`src/rtl/error_logger.sv`:
```
// error_logger
//   Sits behind the parity error-detection stage. Every cycle with a data or
//   instruction parity error is logged as one record {instruction_error,
//   data_error, err_addr} in a small first-word-fall-through FIFO. An
//   interrupt is raised while records are pending or a halt is requested.
//   A NORMAL/ALERT/HALT state machine requests a CPU halt after a burst of
//   HALT_THRESH consecutive error cycles.
//
// Ports
//   clk                rising-edge clock
//   rst                asynchronous, active-high reset
//   data_error         data parity error pulse
//   instruction_error  instruction parity error pulse
//   err_addr           address/PC of the checked word in the same cycle
//   pop                remove the head record (ignored when empty)
//   clear_halt         release HALT; also clears overflow and the burst counter
//   log_valid          head record valid (FIFO non-empty)
//   log_type           head record type {instruction_error, data_error}
//   log_addr           head record address
//   log_count          number of records held (0..DEPTH)
//   overflow           sticky: an event was dropped because the FIFO was full
//   irq                log_valid | halt_req
//   halt_req           high in HALT
//   state              0 = NORMAL, 1 = ALERT, 2 = HALT
module error_logger #(
  parameter int DEPTH       = 4,
  parameter int ADDR_W      = 8,
  parameter int HALT_THRESH = 3
) (
  input  logic                       clk,
  input  logic                       rst,
  input  logic                       data_error,
  input  logic                       instruction_error,
  input  logic [ADDR_W-1:0]          err_addr,
  input  logic                       pop,
  input  logic                       clear_halt,
  output logic                       log_valid,
  output logic [1:0]                 log_type,
  output logic [ADDR_W-1:0]          log_addr,
  output logic [$clog2(DEPTH+1)-1:0] log_count,
  output logic                       overflow,
  output logic                       irq,
  output logic                       halt_req,
  output logic [1:0]                 state
);

  localparam int CNT_W = $clog2(DEPTH+1);
  localparam int PTR_W = $clog2(DEPTH);
  localparam int CON_W = 4;

  typedef enum logic [1:0] {
    ST_NORMAL = 2'd0,
    ST_ALERT  = 2'd1,
    ST_HALT   = 2'd2
  } state_t;

  // Burst counter saturates at the threshold so it never wraps during a
  // long error storm.
  function automatic logic [CON_W-1:0] sat_inc(input logic [CON_W-1:0] v);
    if (v >= CON_W'(HALT_THRESH)) return CON_W'(HALT_THRESH);
    else                          return v + CON_W'(1);
  endfunction

  // Record storage holds data only; validity is tracked by count, so it
  // carries no reset.
  logic [1:0]        type_mem [DEPTH];
  logic [ADDR_W-1:0] addr_mem [DEPTH];

  logic [PTR_W-1:0] head;
  logic [PTR_W-1:0] tail;
  logic [CNT_W-1:0] count;
  logic             ov;
  logic [CON_W-1:0] consec;
  state_t           st;

  logic             ev;
  logic             full;
  logic             do_pop;
  logic             do_push;
  logic             drop;
  logic [CNT_W-1:0] count_nxt;
  logic [CON_W-1:0] consec_nxt;
  logic             thresh_hit;

  always_comb begin
    ev      = data_error | instruction_error;
    full    = (count == CNT_W'(DEPTH));
    do_pop  = pop && (count != '0);
    // A pop on a full FIFO frees the slot the simultaneous push needs.
    do_push = ev && (!full || do_pop);
    drop    = ev && full && !do_pop;
    count_nxt = count + CNT_W'(do_push) - CNT_W'(do_pop);
    if (clear_halt)  consec_nxt = '0;
    else if (ev)     consec_nxt = sat_inc(consec);
    else             consec_nxt = '0;
    thresh_hit = (consec_nxt >= CON_W'(HALT_THRESH));
  end

  // Record write port
  always_ff @(posedge clk) begin
    if (do_push) begin
      type_mem[tail] <= {instruction_error, data_error};
      addr_mem[tail] <= err_addr;
    end
  end

  // Control: pointers, occupancy, overflow, burst counter and fault FSM
  always_ff @(posedge clk or posedge rst) begin
    if (rst) begin
      head   <= '0;
      tail   <= '0;
      count  <= '0;
      ov     <= 1'b0;
      consec <= '0;
      st     <= ST_NORMAL;
    end else begin
      if (do_pop)  head <= head + PTR_W'(1);
      if (do_push) tail <= tail + PTR_W'(1);
      count  <= count_nxt;
      consec <= consec_nxt;
      if (clear_halt) ov <= 1'b0;
      else if (drop)  ov <= 1'b1;
      case (st)
        ST_NORMAL: begin
          if (ev) st <= thresh_hit ? ST_HALT : ST_ALERT;
        end
        ST_ALERT: begin
          if (thresh_hit)                    st <= ST_HALT;
          else if (!ev && count_nxt == '0)   st <= ST_NORMAL;
        end
        ST_HALT: begin
          // Release wins over any same-cycle event; evaluation resumes next edge.
          if (clear_halt) st <= ST_NORMAL;
        end
        default: st <= ST_NORMAL;
      endcase
    end
  end

  // Head fields are masked when empty so reset presents all-zero outputs.
  always_comb begin
    log_valid = (count != '0);
    log_type  = log_valid ? type_mem[head] : 2'b00;
    log_addr  = log_valid ? addr_mem[head] : '0;
    log_count = count;
    overflow  = ov;
    halt_req  = (st == ST_HALT);
    irq       = log_valid | halt_req;
    state     = st;
  end

endmodule

```
`config.mk`:
```
export PLATFORM = sky130hd
export DESIGN_NAME = error_logger
export DESIGN_NICKNAME = d
export VERILOG_FILES = /design/src/rtl/error_logger.sv
export SDC_FILE = /design/constraint.sdc
export NUM_CORES = 1
export LEC_CHECK = 0
export CAP_MARGIN = 20
export CELL_PAD_IN_SITES_DETAIL_PLACEMENT = 0
export CELL_PAD_IN_SITES_GLOBAL_PLACEMENT = 1
export CORE_MARGIN = 4
export CORE_UTILIZATION = 30
export DETAILED_ROUTE_END_ITERATION = 8
export GPL_TIMING_DRIVEN = 0
export PLACE_DENSITY = 0.68
export REMOVE_ABC_BUFFERS = 1
export SYNTH_ARGS = -nofsm -noshare
export SYNTH_HDL_FRONTEND = slang
export SYNTH_SLANG_ARGS = --single-unit
```
`constraint.sdc`:
```
create_clock -name clk -period 3 [get_ports clk]
set_input_delay 0.3 -clock clk [delete_from_list [all_inputs] [get_ports clk]]
set_output_delay 0.3 -clock clk [all_outputs]
set_load 0.01 [all_outputs]
```
==> results of run 1 <==
-- placed cells by master (no fill, tap or decap), types with 2 or more instances in the layout --
master / synthesis / routed
inv_1: 9 / 9
clkdlybuf4s50_1: 0 / 32
clkinvlp_4: 0 / 2
mux4_1: 2 / 2
dfrtp_1: 14 / 14
nor3_1: 2 / 2
a211oi_1: 2 / 2
and2_1: 15 / 15
edfxtp_1: 40 / 40
clkbuf_8: 0 / 5
xnor2_1: 2 / 2
ha_1: 7 / 7
a21oi_1: 2 / 2
conb_1: 1 / 2
mux4_2: 8 / 8
nand2b_1: 3 / 3
-- path summary, 6_finish.rpt --
kind	from	to	slack, ns	cells past startpoint
worst min-delay path	rst	tail[1]	0.34	2
worst max-delay path	log_count[1]	state[0]	0.27	10
max in group asynchronous	rst	head[1]	2.29	2
worst min register to register	state[1]	state[0]	0.51	1
worst max register to register	log_count[1]	state[0]	0.27	10
min in group clk	state[1]	state[0]	0.51	1
-- flip-flops by register name, indices dropped and copies added, names as in the netlist --
register   cells
overflow       1
state          2
head           2
addr_mem      32
tail           2
log_count      3
consec         4
type_mem       8
-- cells by family (layout without fill, tap and decap cells) --
kind of cell             count (synthesis)  after routing  synth area share
adder cells (fa/ha/maj)                  8              8            0.0480
AO/OA/AOI/OAI                            8              8            0.0285
multiplexers                            11             11             0.109
AND/OR/NAND/NOR                         26             26            0.0737
flip-flops                              54             54             0.693
other                                    1              2           0.00167
XOR/XNOR                                 4              4            0.0223
buffers and inverters                   12             48            0.0240
-- worst max-delay path, cell delays in order (launching register included) --
cell	delay, ns
dfrtp_1	0.46
or3_4	0.51
and2_1	0.22
ha_1	0.27
inv_1	0.06
ha_1	0.12
inv_1	0.04
fa_1	0.48
inv_1	0.06
o31ai_2	0.27
a211oi_2	0.10
-- power breakdown --
group / internal [mW] / switching [mW] / total, mW / leakage, nW
clock: 0.160 / 0.226 / 0.386 / 0.0362
combinational: 0.602 / 0.426 / 1.03 / 0.415
sequential: 1.04 / 0.154 / 1.19 / 0.539
total: 1.80 / 0.805 / 2.61 / 0.990
-- layout make-up --
class	count	share of cell area
well taps	99	0.0449
inverters	9	0.0123
flip-flops and latches	54	0.563
clock inverters	2	0.00545
repair buffers	32	0.116
clock buffers	5	0.0250
multi-input cells	59	0.233
-- what timing repair did --
action	CTS	global route
setup buffers	0	0
endpoints found under the setup margin	0	1
hold buffers	0	0
resized for setup	0	1
-- per-stage QoR --
stage                      util  cells  power (mW)  worst slack [ns]
after floorplan               -    122        1.77             0.314
after global placement    0.368    253        2.22            0.0676
after detailed placement  0.368    253        2.26           0.00832
after CTS                 0.379    260        2.65            0.0462
after global routing      0.380    260        2.77             0.117
final                     0.380    260        2.61             0.268
-- layer usage --
metal	track usage	wire length (µm)
met5	0	0
met4	0.0217	40
met1	0.114	1740
met3	0.0303	197
met2	0.170	2000
==> results.toml, run 1 <==
[run_status]
outcome = "complete, no violations"

[detailed_routing]
drc = 0
wirelength_mm = 3.99
drt_iter0_drc = 28
ant_nets = 0
vias = 1148
wire_per_inst_um = 15.3
dr.pass1.iters = 4
viasPerCell = 4.42

[sta]
tns_ns = 0
worstMarginPinSlew_ns = 0.701
fmax_ghz = 0.366
period_share = 0.911
setup_violations = 0
maxSlewViolCount = 0
whs_ns = 0.344
rsz0062_at_grt = "no"
finalHoldViolations = 0
clock-skew-final_ns = 0.00756
relSlewSlack = 0.533
final.min_clock_period_ns = 2.73

[floorplan]
rows = 31
die_w_um = 94.4
start_util = 0.309
dieHeight_um = 94.4
core_mm2 = 0.00725
die_area_mm2 = 0.00891
boundaryPins = 33

[cts]
cts_tree = "built"
cts_buffers = 5
cts_sinks = 54
clock_latency_ns = 0.30
cts_root_buffer = "clkbuf_8"
cts_buffer_depth = 2
clk_pin_slew_worst_paths_ns = 0.09
cts_max_level = 2

[synthesis]
ys_types = 30
ys_seq_elements = 54
syn_area_mm2 = 0.00224
synth_edf_count = 40
yosysMostFrequentCell = "edfxtp_1"
synth_top_area_cell = "edfxtp_1"
synth_common_cells = "40 x edfxtp_1, 15 x and2_1, 14 x dfrtp_1, 9 x inv_1, 8 x mux4_2"
async_flop_share = 0.259
synth_cells = 124
yosys_most_used_dff = "edfxtp_1"
yosys.area.top_type_share = 0.536
yosys_warnings = 0
synthTopCellsByArea = "edfxtp_1 54%, dfrtp_1 16%, mux4_2 8.0%, and2_1 4.2%, ha_1 3.9%"
ys_seq_area_frac = 0.693
synth_area_per_cell_um2 = 18.1

[placed_design]
numPortBuffers = 32
hpwl_mm = 2.76
gp_congestion = 0.671
place_area_mm2 = 0.00267

[global_route]
grt_start_max_net_pins = 17
grt_util_all_layers = 0.0958
antenna_found_initial = 0
grt_pass1_wl_mm = 6.31
grt_pass1_vias = 1236
grt-ovfl-total = 0

[finish]
drive_gt1_frac = 0.124
seq_area_mm2 = 0.00155
n_fill_cell = 695
area_delta_synth_final_pct = 23.1
design_area_mm2 = 0.00276
multi_input_area_um2 = 643
antenna_cells = 0
final_nets = 183

[critical_path]
path_class = "reg2reg"
start_kind = "register"
worstPathRequired_ns = 3.17
cp_max_fo = 14
end_kind = "register"
cp.arrival_ns = 2.90

[pwr]
p_per_area_mw_per_mm2 = 946
worst_ir_drop_vdd_mv = 0.354
leakagePower_nw = 0.990

[min_path]
hp-class = "in2async"

[job]
drv_cap = 0
No activity file was read; power rests on OpenSTA's default activity.
==> run 2, diff against run 1 <==
--- a/config.mk
+++ b/config.mk
@@ -9,10 +9,11 @@
 export CELL_PAD_IN_SITES_DETAIL_PLACEMENT = 0
 export CELL_PAD_IN_SITES_GLOBAL_PLACEMENT = 1
 export CORE_MARGIN = 4
-export CORE_UTILIZATION = 30
+export CORE_UTILIZATION = 43
+export CTS_BUF_LIST = sky130_fd_sc_hd__clkbuf_4 sky130_fd_sc_hd__clkbuf_8 sky130_fd_sc_hd__clkbuf_16
 export DETAILED_ROUTE_END_ITERATION = 8
 export GPL_TIMING_DRIVEN = 0
-export PLACE_DENSITY = 0.68
+export PLACE_DENSITY = 0.87
 export REMOVE_ABC_BUFFERS = 1
 export SYNTH_ARGS = -nofsm -noshare
 export SYNTH_HDL_FRONTEND = slang
==> results.toml, run 2 (synthesis gave the netlist of run 1 again) <==
[critical_path]
worstPathRequired_ns = 3.17
end_kind = "register"
cp.arrival_ns = 2.91
critPathSlowestCell = "or3_4"
path_class = "reg2reg"
cp_cell_sequence = "or3_4 -> and2_1 -> ha_1 -> inv_1 -> ha_1 -> inv_1 -> fa_1 -> xor3_1 -> o31ai_2 -> a211oi_2"
start_kind = "register"
cp_max_fo = 14
critPathMaxStageDelay_ns = 0.50

[sta]
period_share = 0.915
maxSlewViolCount = 0
finalHoldViolations = 0
worst_slack_ns = 0.255
final.min_clock_period_ns = 2.74
clock-skew-final_ns = 0.00499
setup_violations = 0
tns_ns = 0
worstMarginPinSlew_ns = 0.708
relSlewSlack = 0.528
rsz0062_at_grt = "no"
fmax_ghz = 0.364

[job]
drv_cap = 0

[cts]
cts_buffers = 5
cts_buffer_depth = 2
cts_sinks = 54
clock_latency_ns = 0.30
clk_pin_slew_worst_paths_ns = 0.09
cts_max_level = 2
cts_root_buffer = "clkbuf_8"
post_cts_buffers = 0
cts_tree = "built"

[finish]
area_delta_synth_final_pct = 21.5
largestRegisters = "addr_mem (32), type_mem (8), consec (4)"
drive_gt1_frac = 0.123
antenna_cells = 0
final_common_cell = "edfxtp_1"
final_cell_mix = "40 x edfxtp_1, 32 x clkdlybuf4s50_1, 15 x and2_1, 14 x dfrtp_1, 9 x inv_1"
largest_register_ffs = 32
design_area_mm2 = 0.00272
top_register = "addr_mem"
final_nets = 183

[global_route]
grt-ovfl-total = 0
grt_start_max_net_pins = 17
grt_util_all_layers = 0.129
antenna_found_initial = 0
grt_pass1_wl_mm = 6.00
grt_pass1_vias = 1221

[floorplan]
core_mm2 = 0.00507
dieHeight_um = 80.2
die_area_mm2 = 0.00643
rows = 26
die_w_um = 80.2
start_util = 0.441
boundaryPins = 33

[placed_design]
hpwl_mm = 2.70
numPortBuffers = 32
gp_congestion = 0.768
pre_cts_ws_ns = -0.0202
place_area_mm2 = 0.00263

[pwr]
leakagePower_nw = 0.996
fin_total_pwr_mw = 2.60
p_per_area_mw_per_mm2 = 955
worst_ir_drop_vdd_mv = 0.415

[detailed_routing]
vias = 1133
viasPerCell = 4.88
ant_nets = 0
drc = 0
wire_per_inst_um = 16.0
wirelength_mm = 3.70
drt_iter0_drc = 62
dr.pass1.iters = 4

[min_path]
hp-class = "in2async"

[run_status]
outcome = "complete, no violations"
-- run 2: area by class of cell --
type,count,area (µm²)
Fill cell,424,2350
Sequential cell,54,1550
Multi-Input combinational cell,59,643
Timing Repair Buffer,32,320
Tap cell,70,87.6
Clock buffer,5,68.8
Inverter,9,33.8
Clock inverter,3,16.3
-- run 2: final timing paths --
path | end | slack, ns | cells after the start | start
max in group asynchronous | log_count[0] | 2.32 | 2 | rst
min in group clk | state[0] | 0.50 | 1 | state[1]
min | head[1] | 0.33 | 2 | rst
min reg2reg | state[0] | 0.50 | 1 | state[1]
max | state[0] | 0.26 | 10 | log_count[1]
max reg2reg | state[0] | 0.26 | 10 | log_count[1]
-- run 2: power by group --
part	internal, mW	switching (mW)
Sequential	1.04	0.155
Clock	0.160	0.220
Combinational	0.603	0.420
Total	1.80	0.794
-- run 2: worst max-delay path, delay by kind of cell (launching register included) --
family	cells	cell delay, ns
xor+xnor	1	0.23
fa+ha+maj	3	0.77
compound gates	2	0.33
simple gates	2	0.71
buf+inv	2	0.11
flops	1	0.46
-- run 2: metrics by stage --
stage | hold WS (ns) | utilization | std cells
finish | 0.326 | 0.536 | 232
floorplan | 0.189 | - | 122
detailed placement | 0.486 | 0.518 | 224
global placement | 0.470 | 0.518 | 224
CTS | 0.336 | 0.535 | 232
global route | 0.373 | 0.536 | 232
-- run 2: what timing repair did --
action / in CTS / in global routing
resized for setup: 0 / 1
endpoints found under the setup margin: 0 / 1
hold buffers: 0 / 0
-- run 2: metal layers --
layer  global-route usage  share of wire  wire length, µm
met5                    0              0                0
met4               0.0456          0.015               55
met3               0.0381          0.049              181
met2                0.218           0.51             1910
met1                0.155           0.42             1560
==> run 3, diff against run 2 <==
--- a/config.mk
+++ b/config.mk
@@ -8,6 +8,7 @@
 export CAP_MARGIN = 20
 export CELL_PAD_IN_SITES_DETAIL_PLACEMENT = 0
 export CELL_PAD_IN_SITES_GLOBAL_PLACEMENT = 1
+export CORE_ASPECT_RATIO = 1.1
 export CORE_MARGIN = 4
 export CORE_UTILIZATION = 43
 export CTS_BUF_LIST = sky130_fd_sc_hd__clkbuf_4 sky130_fd_sc_hd__clkbuf_8 sky130_fd_sc_hd__clkbuf_16
==> results.toml, run 3 (synthesis gave the netlist of run 1 again) <==
[run_status]
outcome = "complete, no violations"

[pwr]
power.switching_uw = 779
p_int_mw = 1.82
switching_share = 0.300
p_per_area_mw_per_mm2 = 961
power_frac_clock = 0.149
p_seq_frac = 0.460
worst_ir_drop_vdd_mv = 0.396
combPwrFrac = 0.391
leakagePower_nw = 0.999

[cts]
cts_buffer_depth = 2
cts_sinks = 54
cts_buffers = 5
cts_tree = "built"
cts_root_buffer = "clkbuf_8"
clock_latency_ns = 0.30
clk_pin_slew_worst_paths_ns = 0.09
post_cts_buffers = 0
cts_max_level = 2

[sta]
whs_ns = 0.336
clock-skew-final_ns = 0.00925
relSlewSlack = 0.544
rsz0062_at_grt = "no"
fmax_ghz = 0.369
final.min_clock_period_ns = 2.71
setup_violations = 0
maxSlewViolCount = 0
worstMarginPinSlew_ns = 0.683
period_share = 0.903
tns_ns = 0
finalHoldViolations = 0

[detailed_routing]
viasPerCell = 5.15
ant_nets = 0
vias = 1127
drc = 0
dr.pass1.iters = 4
wirelength_mm = 3.80
drt_iter0_drc = 30
wire_per_inst_um = 17.3

[global_route]
grt_util_all_layers = 0.128
grt_pass1_vias = 1238
grt_start_max_net_pins = 15
met2_usage = 0.227
grt-ovfl-total = 0
met1_usage = 0.149
antenna_found_initial = 0
grt_pass1_wl_mm = 6.29
use_met3 = 0.0378
top_usage_layer = "met2"

[critical_path]
timing.rr.start = "log_count[1]"
critPathSlowestCell = "or3_4"
crit_top_cell = "inv_1"
end_kind = "register"
cp_cell_sequence = "or3_4 -> and2_1 -> ha_1 -> inv_1 -> ha_1 -> inv_1 -> fa_1 -> inv_1 -> o31ai_2 -> a211oi_2"
rr_endpoint = "state[0]"
cp_num_buf_inv = 3
reg2reg_slack_ns = 0.29
cp_max_fo = 14
cp.arrival_ns = 2.88
path_class = "reg2reg"
start_kind = "register"
critPathTopFamily = "adder cells"
rr_worst_depth = 10
critPathMaxStageDelay_ns = 0.50
worstPathRequired_ns = 3.17

[finish]
final_cell_mix = "40 x edfxtp_1, 32 x clkdlybuf4s50_1, 15 x and2_1, 14 x dfrtp_1, 9 x inv_1"
final_nets = 183
antenna_cells = 0
area_delta_synth_final_pct = 20.8
top_register = "addr_mem"
final_common_cell = "edfxtp_1"
largest_register_ffs = 32
design_area_mm2 = 0.00271
utilization = 0.537
largestRegisters = "addr_mem (32), type_mem (8), consec (4)"
drive_gt1_frac = 0.124

[placed_design]
hpwl_mm = 2.66
gp_congestion = 0.730
numPortBuffers = 32
place_area_mm2 = 0.00262

[floorplan]
start_util = 0.445
core_mm2 = 0.00503
dieHeight_um = 83.7
boundaryPins = 33
die_w_um = 76.8
rows = 27
die_area_mm2 = 0.00643

[min_path]
hp-class = "in2async"

[job]
drv_cap = 0
run 3: worst register-to-register path: stages, from the launching register on:
cell	delay [ns]
dfrtp_1	0.46
or3_4	0.50
and2_1	0.22
ha_1	0.27
inv_1	0.06
ha_1	0.12
inv_1	0.05
fa_1	0.48
inv_1	0.06
o31ai_2	0.26
a211oi_2	0.10
run 3: power groups by stage:
stage                     registers (mW)  clock network (mW)  logic (mW)
after floorplan                     1.18                   0       0.588
after global placement              1.20                   0       0.999
after detailed placement            1.22                   0        1.03
after CTS                           1.20               0.395        1.04
after global routing                1.23               0.427        1.11
final                               1.20               0.387        1.02
run 3: worst max path at each step:
| stage | startpoint | to | slack (ns) | cells past startpoint |
|---|---|---|---|---|
| 5_1_grt | log_count[1] | state[0] | 0.14 | 10 |
| 3_3_place_gp | instruction_error | state[0] | 0.06 | 12 |
| 3_5_place_dp | instruction_error | state[0] | 0.02 | 12 |
| 2_1_floorplan | log_count[1] | state[0] | 0.31 | 10 |
| 4_1_cts | log_count[1] | state[0] | 0.07 | 10 |
| 6_report | log_count[1] | state[0] | 0.29 | 10 |
run 3: per-stage QoR:
step	instances	worst slack [ns]	power, mW
2_1_floorplan	122	0.314	1.77
3_3_place_gp	212	0.0554	2.20
3_5_place_dp	212	0.0243	2.25
4_1_cts	219	0.0749	2.63
5_1_grt	219	0.142	2.77
6_report	219	0.292	2.60
run 3: metal layers:
metal | wire length (µm) | share of wire | up-vias
met1 | 1570 | 0.41 | 566
met4 | 27 | 0.0071 | 0
li1 | - | - | 530
met3 | 155 | 0.041 | 5
met2 | 2050 | 0.54 | 26
met5 | 0 | 0 | -
run 3: cell type report:
type,instances,area [µm²]
clock buffers,7,83.8
fillers,408,2330
inverters,9,33.8
multi-input cells,59,643
flip-flops and latches,54,1550
well taps,58,72.6
repair buffers,32,320
run 3: repair_timing:
item / 4_1_cts / 5_1_grt
hold endpoints to repair: 0 / 0
endpoints found under the setup margin: 0 / 1
hold buffers: 0 / 0
resized for setup: 0 / 1
